<file path="src/rtl/avl_uart_slave_if.sv">
// Avalon-MM pipelined bus bundle between the interconnect's uart_* master and the UART slave.
interface avl_uart_slave_if;
    logic [4:0]  address;
    logic        read;
    logic        write;
    logic [31:0] writedata;
    logic [3:0]  byteenable;
    logic        burstcount;
    logic        debugaccess;
    logic        waitrequest;
    logic [31:0] readdata;
    logic        readdatavalid;

    modport master (output address, read, write, writedata, byteenable, burstcount, debugaccess,
                    input  waitrequest, readdata, readdatavalid);
    modport slave  (input  address, read, write, writedata, byteenable, burstcount, debugaccess,
                    output waitrequest, readdata, readdatavalid);
endinterface

</file>
<file path="src/rtl/avl_uart_slave.sv">
// 8N1 UART with TX/RX FIFOs, sticky status flags and a programmable baud divisor,
// exposed as an Avalon-MM slave with fixed read latency of one clock.
module avl_uart_slave #(
    parameter int FIFO_DEPTH  = 16,
    parameter int DIV_W       = 16,
    parameter int DEFAULT_DIV = 433
) (
    input  logic            clk,
    input  logic            rst,
    avl_uart_slave_if.slave bus,
    output logic            uart_txd,
    input  logic            uart_rxd,
    output logic            irq
);
    localparam int AW = $clog2(FIFO_DEPTH);

    typedef enum logic [1:0] {S_IDLE, S_START, S_DATA, S_STOP} tx_state_e;
    typedef enum logic [2:0] {R_IDLE, R_START, R_DATA, R_STOP, R_BREAK} rx_state_e;

    tx_state_e        tx_state_q;
    rx_state_e        rx_state_q;
    logic [DIV_W-1:0] div_q, div_d, tx_cnt_q, rx_cnt_q, rx_half;
    logic [2:0]       tx_bit_q, rx_bit_q, sel;
    logic [7:0]       tx_sh_q, rx_sh_q, tx_rdata, rx_rdata, status;
    logic             txd_q, rx_s1_q, rx_s2_q, rx_s3_q;
    logic             tx_ovf_q, tx_ovf_d, rx_ovr_q, rx_ovr_d, frm_err_q, frm_err_d;
    logic             irq_q, irq_d, rvalid_q, rvalid_d;
    logic [31:0]      rdata_q, rdata_d;
    logic [AW:0]      tx_wp_q, tx_wp_d, tx_rp_q, tx_rp_d, rx_wp_q, rx_wp_d, rx_rp_q, rx_rp_d;
    logic [7:0]       tx_mem_q [FIFO_DEPTH];
    logic [7:0]       rx_mem_q [FIFO_DEPTH];
    logic             tx_empty, tx_full, rx_empty, rx_full, tx_busy;
    logic             wr_data, tx_push, tx_pop, rx_push, rx_pop, rx_done, rx_bad;
    logic             unused_ok;

    assign sel      = bus.address[4:2];
    assign tx_empty = tx_wp_q == tx_rp_q;
    assign tx_full  = (tx_wp_q[AW] != tx_rp_q[AW]) && (tx_wp_q[AW-1:0] == tx_rp_q[AW-1:0]);
    assign rx_empty = rx_wp_q == rx_rp_q;
    assign rx_full  = (rx_wp_q[AW] != rx_rp_q[AW]) && (rx_wp_q[AW-1:0] == rx_rp_q[AW-1:0]);
    assign tx_rdata = tx_mem_q[tx_rp_q[AW-1:0]];
    assign rx_rdata = rx_mem_q[rx_rp_q[AW-1:0]];
    assign tx_busy  = tx_state_q != S_IDLE;
    assign status   = {tx_busy, tx_ovf_q, frm_err_q, rx_ovr_q, rx_full, rx_empty, tx_empty, tx_full};

    // A full FIFO still accepts a push when the same cycle pops it.
    assign wr_data = bus.write && sel == 3'd0 && bus.byteenable[0];
    assign tx_pop  = !tx_empty && (tx_state_q == S_IDLE || (tx_state_q == S_STOP && tx_cnt_q == '0));
    assign tx_push = wr_data && (!tx_full || tx_pop);
    assign rx_pop  = bus.read && sel == 3'd0 && !rx_empty;
    assign rx_done = rx_state_q == R_STOP && rx_cnt_q == '0 && rx_s2_q;
    assign rx_bad  = rx_state_q == R_STOP && rx_cnt_q == '0 && !rx_s2_q;
    assign rx_push = rx_done && (!rx_full || rx_pop);
    assign rx_half = (div_q == '0) ? '0 : (div_q - DIV_W'(1)) >> 1;

    assign bus.waitrequest   = 1'b0;
    assign bus.readdata      = rdata_q;
    assign bus.readdatavalid = rvalid_q;
    assign uart_txd          = txd_q;
    assign irq               = irq_q;
    assign unused_ok = ^{bus.address[1:0], bus.writedata, bus.byteenable, bus.burstcount, bus.debugaccess};

    always_comb begin
        div_d     = div_q;
        tx_ovf_d  = tx_ovf_q;
        rx_ovr_d  = rx_ovr_q;
        frm_err_d = frm_err_q;
        rdata_d   = rdata_q;
        rvalid_d  = bus.read;
        tx_wp_d   = tx_wp_q + (AW+1)'(tx_push);
        tx_rp_d   = tx_rp_q + (AW+1)'(tx_pop);
        rx_wp_d   = rx_wp_q + (AW+1)'(rx_push);
        rx_rp_d   = rx_rp_q + (AW+1)'(rx_pop);
        // Read decode uses pre-write state, so a same-cycle write is not visible.
        if (bus.read) begin
            case (sel)
                3'd0:    rdata_d = rx_empty ? 32'h0 : {23'h0, 1'b1, rx_rdata};
                3'd1:    rdata_d = {24'h0, status};
                3'd2:    rdata_d = 32'(div_q);
                default: rdata_d = 32'h0;
            endcase
        end
        if (bus.write && sel == 3'd2) begin
            for (int i = 0; i < DIV_W; i++)
                if (bus.byteenable[i/8]) div_d[i] = bus.writedata[i];
        end
        if (bus.write && sel == 3'd1) begin
            if (bus.writedata[4]) rx_ovr_d  = 1'b0;
            if (bus.writedata[5]) frm_err_d = 1'b0;
            if (bus.writedata[6]) tx_ovf_d  = 1'b0;
        end
        if (wr_data && !tx_push) tx_ovf_d  = 1'b1;
        if (rx_done && !rx_push) rx_ovr_d  = 1'b1;
        if (rx_bad)              frm_err_d = 1'b1;
        irq_d = !rx_empty || (tx_empty && tx_state_q == S_IDLE);
    end

    always_ff @(posedge clk or posedge rst) begin
        if (rst) begin
            div_q     <= DIV_W'(DEFAULT_DIV);
            tx_ovf_q  <= 1'b0;
            rx_ovr_q  <= 1'b0;
            frm_err_q <= 1'b0;
            rdata_q   <= 32'h0;
            rvalid_q  <= 1'b0;
            irq_q     <= 1'b0;
            tx_wp_q   <= '0;
            tx_rp_q   <= '0;
            rx_wp_q   <= '0;
            rx_rp_q   <= '0;
        end else begin
            div_q     <= div_d;
            tx_ovf_q  <= tx_ovf_d;
            rx_ovr_q  <= rx_ovr_d;
            frm_err_q <= frm_err_d;
            rdata_q   <= rdata_d;
            rvalid_q  <= rvalid_d;
            irq_q     <= irq_d;
            tx_wp_q   <= tx_wp_d;
            tx_rp_q   <= tx_rp_d;
            rx_wp_q   <= rx_wp_d;
            rx_rp_q   <= rx_rp_d;
        end
    end

    always_ff @(posedge clk) begin
        if (tx_push) tx_mem_q[tx_wp_q[AW-1:0]] <= bus.writedata[7:0];
        if (rx_push) rx_mem_q[rx_wp_q[AW-1:0]] <= rx_sh_q;
    end

    // Bit timers count down from the divisor, so a new DIV lands at the next bit boundary.
    always_ff @(posedge clk or posedge rst) begin
        if (rst) begin
            tx_state_q <= S_IDLE;
            tx_cnt_q   <= '0;
            tx_bit_q   <= '0;
            tx_sh_q    <= '0;
            txd_q      <= 1'b1;
        end else begin
            case (tx_state_q)
                S_IDLE: if (tx_pop) begin
                    tx_state_q <= S_START;
                    tx_sh_q    <= tx_rdata;
                    tx_cnt_q   <= div_q;
                    txd_q      <= 1'b0;
                end
                S_START: if (tx_cnt_q == '0) begin
                    tx_state_q <= S_DATA;
                    tx_cnt_q   <= div_q;
                    tx_bit_q   <= '0;
                    txd_q      <= tx_sh_q[0];
                end else tx_cnt_q <= tx_cnt_q - DIV_W'(1);
                S_DATA: if (tx_cnt_q == '0) begin
                    tx_cnt_q <= div_q;
                    if (tx_bit_q == 3'd7) begin
                        tx_state_q <= S_STOP;
                        txd_q      <= 1'b1;
                    end else begin
                        tx_bit_q <= tx_bit_q + 3'd1;
                        tx_sh_q  <= tx_sh_q >> 1;
                        txd_q    <= tx_sh_q[1];
                    end
                end else tx_cnt_q <= tx_cnt_q - DIV_W'(1);
                S_STOP: if (tx_cnt_q == '0) begin
                    if (tx_pop) begin
                        tx_state_q <= S_START;
                        tx_sh_q    <= tx_rdata;
                        tx_cnt_q   <= div_q;
                        txd_q      <= 1'b0;
                    end else tx_state_q <= S_IDLE;
                end else tx_cnt_q <= tx_cnt_q - DIV_W'(1);
                default: tx_state_q <= S_IDLE;
            endcase
        end
    end

    always_ff @(posedge clk or posedge rst) begin
        if (rst) begin
            rx_s1_q    <= 1'b1;
            rx_s2_q    <= 1'b1;
            rx_s3_q    <= 1'b1;
            rx_state_q <= R_IDLE;
            rx_cnt_q   <= '0;
            rx_bit_q   <= '0;
            rx_sh_q    <= '0;
        end else begin
            rx_s1_q <= uart_rxd;
            rx_s2_q <= rx_s1_q;
            rx_s3_q <= rx_s2_q;
            case (rx_state_q)
                R_IDLE: if (rx_s3_q && !rx_s2_q) begin
                    rx_state_q <= R_START;
                    rx_cnt_q   <= rx_half;
                end
                R_START: if (rx_cnt_q == '0) begin
                    rx_state_q <= rx_s2_q ? R_IDLE : R_DATA;
                    rx_cnt_q   <= div_q;
                    rx_bit_q   <= '0;
                end else rx_cnt_q <= rx_cnt_q - DIV_W'(1);
                R_DATA: if (rx_cnt_q == '0) begin
                    rx_sh_q  <= {rx_s2_q, rx_sh_q[7:1]};
                    rx_cnt_q <= div_q;
                    if (rx_bit_q == 3'd7) rx_state_q <= R_STOP;
                    else                  rx_bit_q   <= rx_bit_q + 3'd1;
                end else rx_cnt_q <= rx_cnt_q - DIV_W'(1);
                R_STOP: if (rx_cnt_q == '0) rx_state_q <= rx_s2_q ? R_IDLE : R_BREAK;
                        else                rx_cnt_q   <= rx_cnt_q - DIV_W'(1);
                R_BREAK: if (rx_s2_q) rx_state_q <= R_IDLE;
                default: rx_state_q <= R_IDLE;
            endcase
        end
    end
endmodule

</file>
<file path="src/flat_wrapper.sv">
// flat-port wrapper written by rule: the top's interface ports become plain ports
module avl_uart_slave_flat 
#(
    parameter int FIFO_DEPTH  = 16,
    parameter int DIV_W       = 16,
    parameter int DEFAULT_DIV = 433
)
  (clk, rst, uart_txd, uart_rxd, irq, bus_address, bus_read, bus_write, bus_writedata, bus_byteenable, bus_burstcount, bus_debugaccess, bus_waitrequest, bus_readdata, bus_readdatavalid);
  avl_uart_slave_if bus_i ();
  input  logic clk;
  input  logic rst;
  output logic uart_txd;
  input  logic uart_rxd;
  output logic irq;
  input wire logic [$bits(bus_i.address)-1:0] bus_address;
  input wire logic [$bits(bus_i.read)-1:0] bus_read;
  input wire logic [$bits(bus_i.write)-1:0] bus_write;
  input wire logic [$bits(bus_i.writedata)-1:0] bus_writedata;
  input wire logic [$bits(bus_i.byteenable)-1:0] bus_byteenable;
  input wire logic [$bits(bus_i.burstcount)-1:0] bus_burstcount;
  input wire logic [$bits(bus_i.debugaccess)-1:0] bus_debugaccess;
  output wire logic [$bits(bus_i.waitrequest)-1:0] bus_waitrequest;
  output wire logic [$bits(bus_i.readdata)-1:0] bus_readdata;
  output wire logic [$bits(bus_i.readdatavalid)-1:0] bus_readdatavalid;
  assign bus_i.address = bus_address;
  assign bus_i.read = bus_read;
  assign bus_i.write = bus_write;
  assign bus_i.writedata = bus_writedata;
  assign bus_i.byteenable = bus_byteenable;
  assign bus_i.burstcount = bus_burstcount;
  assign bus_i.debugaccess = bus_debugaccess;
  assign bus_waitrequest = bus_i.waitrequest;
  assign bus_readdata = bus_i.readdata;
  assign bus_readdatavalid = bus_i.readdatavalid;
  avl_uart_slave #(.FIFO_DEPTH(FIFO_DEPTH), .DIV_W(DIV_W), .DEFAULT_DIV(DEFAULT_DIV)) u_core (.clk(clk), .rst(rst), .bus(bus_i), .uart_txd(uart_txd), .uart_rxd(uart_rxd), .irq(irq));
endmodule
</file>
<file path="config.mk">
export PLATFORM = sky130hd
export DESIGN_NAME = avl_uart_slave_flat
export DESIGN_NICKNAME = d
export VERILOG_FILES = /design/src/rtl/avl_uart_slave_if.sv /design/src/rtl/avl_uart_slave.sv /design/src/flat_wrapper.sv
export SDC_FILE = /design/constraint.sdc
export NUM_CORES = 1
export LEC_CHECK = 0
export ABC_AREA = 1
export CAP_MARGIN = 20
export CORE_AREA = 2 2 233 235
export DETAILED_ROUTE_END_ITERATION = 10
export DIE_AREA = 0 0 235 237
export PLACE_DENSITY = 0.5
export SYNTH_ARGS = -nofsm -noshare
export SYNTH_HDL_FRONTEND = slang
export SYNTH_SLANG_ARGS = --single-unit
</file>
<file path="constraint.sdc">
create_clock -name clk -period 10.7 [get_ports clk]
set_input_delay 3.21 -clock clk [delete_from_list [all_inputs] [get_ports clk]]
set_output_delay 3.21 -clock clk [all_outputs]
set_load 0.1 [all_outputs]
</file>
# --- Yosys cells after proc, flatten, opt, wreduce, memory -nomap -nowiden ---
# Memory sizes are Yosys's and may differ from the RTL's.
# Cells that the tools add are included.
classes:
  n_eq_ne: 31
  add_sub_neg: 9
  reduce_logical: 62
  n_mux: 59
op_table:
  columns: ["op", "n"]
  rows:
  - ["two-way mux 16 bit", 6]
  - ["case mux 16 bit (3 select lines)", 2]
  - ["case mux 32 bit (3 select lines)", 1]
  - ["logical NOT 16 bit", 3]
  - ["subtractor 16 x 1 -> 16 bit (second input constant)", 3]
  - ["two-way mux 3 bit", 13]
  - ["two-way mux 8 bit", 4]
  - ["case mux 8 bit (3 select lines)", 1]
  - ["adder 5 x 1 -> 5 bit", 4]
  - ["logical AND 1 bit", 19]
  - ["two-way mux 1 bit", 19]
  - ["!= test 2 x 1 -> 1 bit (second input constant)", 9]
  - ["nonzero test 2 bit", 9]
  - ["two-way mux 15 bit", 1]
  - ["case mux 3 bit (5 select lines)", 1]
  - ["two-way mux 2 bit", 6]
  - ["case mux 3 bit (2 select lines)", 2]
  - ["AND reduction 2 bit", 6]
  - ["AND reduction 4 bit", 3]
  - ["equality test 5 bit", 2]
  - ["!= test 2 bit (second input constant)", 5]
  - ["equality test 3 x 2 -> 1 bit (second input constant)", 3]
  - ["equality test 3 bit (second input constant)", 3]
  - ["two-way mux 9 bit", 1]
  - ["other kinds (17)", 35]
word_totals:
  reg_bits: 136
  in_bits: 48
  mem_count: 2
  elab_cells: 187
  output_inout_bits: 36
  mem_bits_rw: 256
mem_list:
  columns: ["name", "words", "width", "rd", "rd_ports_with_merged_regs", "wr", "line", "source"]
  rows:
  - ["u_core.rx_mem_q", 16, 8, 1, 0, 1, "avl_uart_slave.sv:31", "logic [7:0] rx_mem_q [FIFO_DEPTH];"]
  - ["u_core.tx_mem_q", 16, 8, 1, 0, 1, "avl_uart_slave.sv:30", "logic [7:0] tx_mem_q [FIFO_DEPTH];"]

# --- Longest topological paths before layout ---
depth:
  word_depth: 10
  ltp_mapped: 15
  depth_no_buf: 14

# --- Worst setup path after synthesis ---
# Ideal clock, no wire load.
synth_path:
  kind: "input to register"
  from: "in bus_address[4]"
  to: "mem u_core.rx_mem_q[11][0], enable pin"
  cell_stages: 7
  setup_slack_ns: 6.032
  required_ns: 10.330
  path_buffers: 0
  arrival_time_ns: 4.297
  cell_sequence: "nor3_1 nand2_1 nand4_1 nand2_2 nor2_4 nand2_2 nor2_1"
synth_via:
  elab_chain_len: 7
synth_rtl:
  columns: ["element", "line", "source"]
  rows:
  - ["start, declared", "flat_wrapper.sv:15", "input wire logic [$bits(bus_i.address)-1:0] bus_address;"]
  - ["logical NOT 3 bit", "avl_uart_slave.sv:50", "assign rx_pop = bus.read && sel == 3'd0 && !rx_empty;"]
  - ["logical AND 1 bit (2 in series)", "avl_uart_slave.sv:50", null]
  - ["logical OR 1 bit", "avl_uart_slave.sv:53", "assign rx_push = rx_done && (!rx_full || rx_pop);"]
  - ["logical AND 1 bit", "avl_uart_slave.sv:53", null]
  - ["two-way mux 1 bit", "avl_uart_slave.sv:128", "if (rx_push) rx_mem_q[rx_wp_q[AW-1:0]] <= rx_sh_q;"]
  - ["two-way mux 1 bit (implied by the code)", "avl_uart_slave.sv:128", null]
  - ["end, declared", "avl_uart_slave.sv:31", null]
# No other way between the ends.

# --- Final worst setup path ---
layout_path:
  from: "in bus_address[4]"
  to: "mem u_core.tx_mem_q[1][7], enable pin"
layout_via:
  elab_chain_len: 6
layout_rtl:
  columns: ["element", "line", "source"]
  rows:
  - ["logical NOT 3 bit", "avl_uart_slave.sv:47", "assign wr_data = bus.write && sel == 3'd0 && bus.byteenable[0];"]
  - ["logical AND 1 bit (2 in series)", "avl_uart_slave.sv:47", null]
  - ["logical AND 1 bit", "avl_uart_slave.sv:49", "assign tx_push = wr_data && (!tx_full || tx_pop);"]
  - ["two-way mux 1 bit", "avl_uart_slave.sv:127", "if (tx_push) tx_mem_q[tx_wp_q[AW-1:0]] <= bus.writedata[7:0];"]
  - ["two-way mux 1 bit (implied by the code)", "avl_uart_slave.sv:127", null]
  - ["end, declared", "avl_uart_slave.sv:30", null]
# No other way between the ends.

==> results by stage <==
Run status:
- The flow ran to the end, and the final reports show no timing, DRC or antenna violations.

Worst setup path:
- The number of cells on the worst reg-to-reg path is 9.
- The critical path ends at u_core.tx_mem_q[1][7]$_DFFE_PP_.
- For the worst setup path, the data required time is 10.88 ns.
- The arrival time at the worst endpoint is 5.64 ns.
- The critical path launch point is bus_address[4].
- The critical path is of the primary input to flip-flop type.
- The worst setup path is launched from a primary input.
- The endpoint of the worst register-to-register path is u_core.tx_mem_q[10][2]$_DFFE_PP_.
- The worst setup path is captured at a flip-flop.
- The maximum fanout along the worst path is 8.
- The startpoint of the most critical register-to-register path is u_core.tx_rp_q[0]$_DFF_PP0_.
- The worst setup slack for register-to-register paths is 7.62 ns.

Finish:
- The fill cell instance count of the final layout is 5292.
- From synthesis to final layout, the design area changed by 13.0%.
- Cells with a size suffix above 1 make up 7.19% of the layout.
- The sequential cell area is 10700 um^2.
- The final standard cell utilization of the core is 39.2%.
- The multi-input combinational cells in the finished layout cover a total of 6410 um^2.
- The total number of nets in the final design is 2193.
- The number of antenna cells inserted is 0.

Clock network:
- The number of hold buffers added after CTS was 0.
- The TritonCTS clock tree is yes.
- The number of clock buffers added by TritonCTS is 43.
- The maximum level of the CTS H-tree is 2.
- The total number of clock tree sinks is 376.
- After clock tree synthesis, the clock-pin slew on the worst setup and hold paths is 0.06 ns.
- The root buffer cell chosen for the clock tree is sky130_fd_sc_hd__clkbuf_16.
- The clock reaches the later pin of the worst-skew pair after 0.58 ns.
- The maximum number of buffers from clock root to sink is 3.
- The post-cts resize count is 0.
- In this run the post-CTS setup repair buffer count came out at 0.

Route:
- The average detailed-routed wire length per instance is 16.7 um.
- The detailed-router iteration count before antenna repair is 5.
- The total number of vias is 13500.
- The routed design has 47.7 mm of wire.
- The DRC violation count after routing is 0.
- The remaining antenna violation count after routing is 0.
- In the routed layout, each cell is associated on average with a via count of 4.75.
- In this run, the number of DRC markers left after iteration 0 of detailed routing was 1073.

Place:
- The congestion estimate from routability-driven global placement came to 0.820.
- During placement, the flow inserted port buffers numbering 44.
- The detailed placement HPWL is 30.9 mm.

Power and ir drop:
- The cell area power density is 180 nW/um^2.
- The maximum ir drop on the vdd rail is 0.142 mV.
- The static leakage is 9.16 nW.

Synth:
- Summing the sequential cell areas from Yosys gives 58.0% of the chip area.
- The synthesized netlist cell count is 2086.
- By count the netlist is led by sky130_fd_sc_hd__nand2_1, sky130_fd_sc_hd__edfxtp_1, sky130_fd_sc_hd__nand3_1.
- Of the post-synthesis cell area, the dominant cell type holds 41.6%.
- After synthesis, the cell types taking the most area are sky130_fd_sc_hd__edfxtp_1, sky130_fd_sc_hd__dfrtp_1, sky130_fd_sc_hd__nand2_1, sky130_fd_sc_hd__nand3_1, sky130_fd_sc_hd__inv_1.
- The post-synthesis instance area is 18500 um^2.
- The average instance in the mapped netlist occupies 8.85 um^2.
- Counting flops with a built-in enable in the synthesized netlist gives 256.
- The number of different library cells used by synthesis comes to 43.
- The most frequently used flop master after synthesis is sky130_fd_sc_hd__edfxtp_1.
- The total of warnings raised by yosys is 0.
- The most numerous cell in the Yosys netlist is sky130_fd_sc_hd__nand2_1.
- The flip-flop and latch count after synthesis is 376.
- In the synthesized netlist the async set-or-reset flop fraction comes to 31.9%.
- The library cell occupying the most area in the post-synthesis netlist is sky130_fd_sc_hd__edfxtp_1.

Global route:
- Entering global routing, the biggest net connects 70 pins.
- Global routing used 17.3% of the available tracks across all layers.
- The global-route wire length before repair is 75.3 mm.
- The number of antenna violations at the first check in global routing is 1.
- Summed over all layers, the global routing overflow is 0.
- The number of global-route vias before repair is 13100.

Floorplanning:
- In this run the vertical extent of the chip is 237 um.
- Measured along the x axis, the die boundary spans 235 um.
- The core outline area is 53300 um^2.
- The overall die area is 55700 um^2.
- Once the floorplan was initialized, standard cells occupied 34.7% of the core.
- The floorplan has 85 rows.
- Pin placement for this block handled 84 I/O pins.

STA:
- The share of the clock period used by the worst path after layout is 51.0%.
- The total count of hold-check failures in the final report is 0.
- Derived from the worst setup path, the maximum achievable clock frequency is 0.183 GHz.
- The total setup violations reported at the end of the flow is 0.
- Setup repair after global routing left no endpoint under its margin.
- Across the routed clock network, the largest skew measured is 0.0286 ns.
- The worst-case headroom to the max-slew limit is 29.2%.
- For the pin with the worst max-slew slack, the measured transition is 1.06 ns.
- In the final timing run, aggregate negative setup slack is 0 ns.
- For the finished layout, the period the worst path requires is 5.45 ns.
- The max-slew violation count was 0.

Min path:
- The class of the worst hold path is flip-flop to flip-flop.

Flow run:
- Across the run, the number of max-cap violations was 0.
==> flip-flops by register name (all words and copies together), names as in the netlist, 2 cells and up, named ones only <==
| register | count |
|---|---|
| u_core.tx_bit_q | 3 |
| u_core.tx_wp_q | 5 |
| u_core.rx_cnt_q | 16 |
| u_core.bus.readdata | 16 |
| u_core.rx_state_q | 3 |
| u_core.tx_sh_q | 8 |
| u_core.tx_rp_q | 5 |
| u_core.rx_wp_q | 5 |
| u_core.tx_cnt_q | 15 |
| u_core.rx_bit_q | 3 |
| u_core.rx_rp_q | 5 |
| u_core.div_q | 16 |
| u_core.rx_sh_q | 8 |
| u_core.rx_mem_q | 128 |
| u_core.tx_mem_q | 128 |
| u_core.tx_state_q | 2 |
==> kinds of logic (layout without fill, tap and decap cells) <==
kind of cell / Yosys count / in the layout / synth area share, %
compound gates: 103 / 103 / 3.01
simple gates: 1216 / 1216 / 28.5
buf+inv: 338 / 392 / 7.64
fa+ha+maj: 21 / 21 / 1.42
other cells: 1 / 17 / 0.0203
xor+xnor: 31 / 31 / 1.47
flops: 376 / 376 / 58.0
==> report_power, final <==
| group | leakage (nW) | switching (mW) | internal (mW) |
|---|---|---|---|
| combinational | 4.54 | 0.401 | 0.169 |
| clock | 0.670 | 0.597 | 0.861 |
| sequential | 3.95 | 0.0925 | 1.63 |
| total | 9.16 | 1.09 | 2.66 |
==> placed cells by master (no fill, tap or decap), types with 6 or more instances in the layout <==
master,count
sky130_fd_sc_hd__conb_1,17
sky130_fd_sc_hd__dfstp_2,9
sky130_fd_sc_hd__nand4_1,13
sky130_fd_sc_hd__nor2_4,14
sky130_fd_sc_hd__clkinv_1,7
sky130_fd_sc_hd__clkdlybuf4s50_1,44
sky130_fd_sc_hd__nor2_1,184
sky130_fd_sc_hd__edfxtp_1,256
sky130_fd_sc_hd__buf_4,14
sky130_fd_sc_hd__nor2_2,6
sky130_fd_sc_hd__clkbuf_1,15
sky130_fd_sc_hd__nand2_1,698
sky130_fd_sc_hd__clkinv_2,6
sky130_fd_sc_hd__clkbuf_16,43
sky130_fd_sc_hd__nand2_4,7
sky130_fd_sc_hd__nand3_1,255
sky130_fd_sc_hd__ha_1,21
sky130_fd_sc_hd__inv_1,241
sky130_fd_sc_hd__nand2_2,17
sky130_fd_sc_hd__xnor2_1,6
sky130_fd_sc_hd__xor2_1,25
sky130_fd_sc_hd__dfrtp_1,109
sky130_fd_sc_hd__inv_2,10
sky130_fd_sc_hd__a21oi_1,32
sky130_fd_sc_hd__o21ai_0,58
==> stage by stage <==
step	total power [mW]	area [um^2]	setup slack, ns	cells	hold slack, ns
3_3_place_gp	2.31	19500	4.69	2775	0.348
3_5_place_dp	2.32	19500	4.69	2775	0.350
5_1_grt	3.93	20900	5.16	2852	0.367
6_report	3.75	20900	5.25	2852	0.357
4_1_cts	3.79	20900	5.23	2852	0.358
2_1_floorplan	2.16	18500	4.32	2102	0.345
==> worst min-delay path by stage <==
stage / to / slack, ns / from / depth (start not counted)
6_report: u_core.rx_s2_q$_DFF_PP1_ / 0.36 / u_core.rx_s1_q$_DFF_PP1_ / 0
3_3_place_gp: u_core.rx_s2_q$_DFF_PP1_ / 0.35 / u_core.rx_s1_q$_DFF_PP1_ / 0
2_1_floorplan: u_core.rx_s2_q$_DFF_PP1_ / 0.35 / u_core.rx_s1_q$_DFF_PP1_ / 0
3_5_place_dp: u_core.rx_s2_q$_DFF_PP1_ / 0.35 / u_core.rx_s1_q$_DFF_PP1_ / 0
4_1_cts: u_core.rx_s2_q$_DFF_PP1_ / 0.36 / u_core.rx_s1_q$_DFF_PP1_ / 0
5_1_grt: u_core.rx_s2_q$_DFF_PP1_ / 0.37 / u_core.rx_s1_q$_DFF_PP1_ / 0
==> per-layer routing <==
layer | routed length [um] | track usage (%)
met4 | 1010 | 4.89
met5 | 0 | 0
met3 | 2420 | 2.46
met1 | 22300 | 24.4
met2 | 22000 | 27.7
==> worst max-delay path: stages <==
cell and delay [ns]:
sky130_fd_sc_hd__clkdlybuf4s50_1 0.46, sky130_fd_sc_hd__nor3_1 0.56, sky130_fd_sc_hd__and3_1 0.47, sky130_fd_sc_hd__nand3_2 0.26, sky130_fd_sc_hd__nor2_1 0.66
==> final cells by class <==
type	count	area share (%)
Timing Repair Buffer	58	2.61
Clock buffer	61	5.62
Multi-Input combinational cell	1388	30.7
Inverter	257	4.64
Clock inverter	16	0.923
Sequential cell	376	51.3
Tap cell	696	4.17
Note: power is estimated with default switching activity, not from simulation.
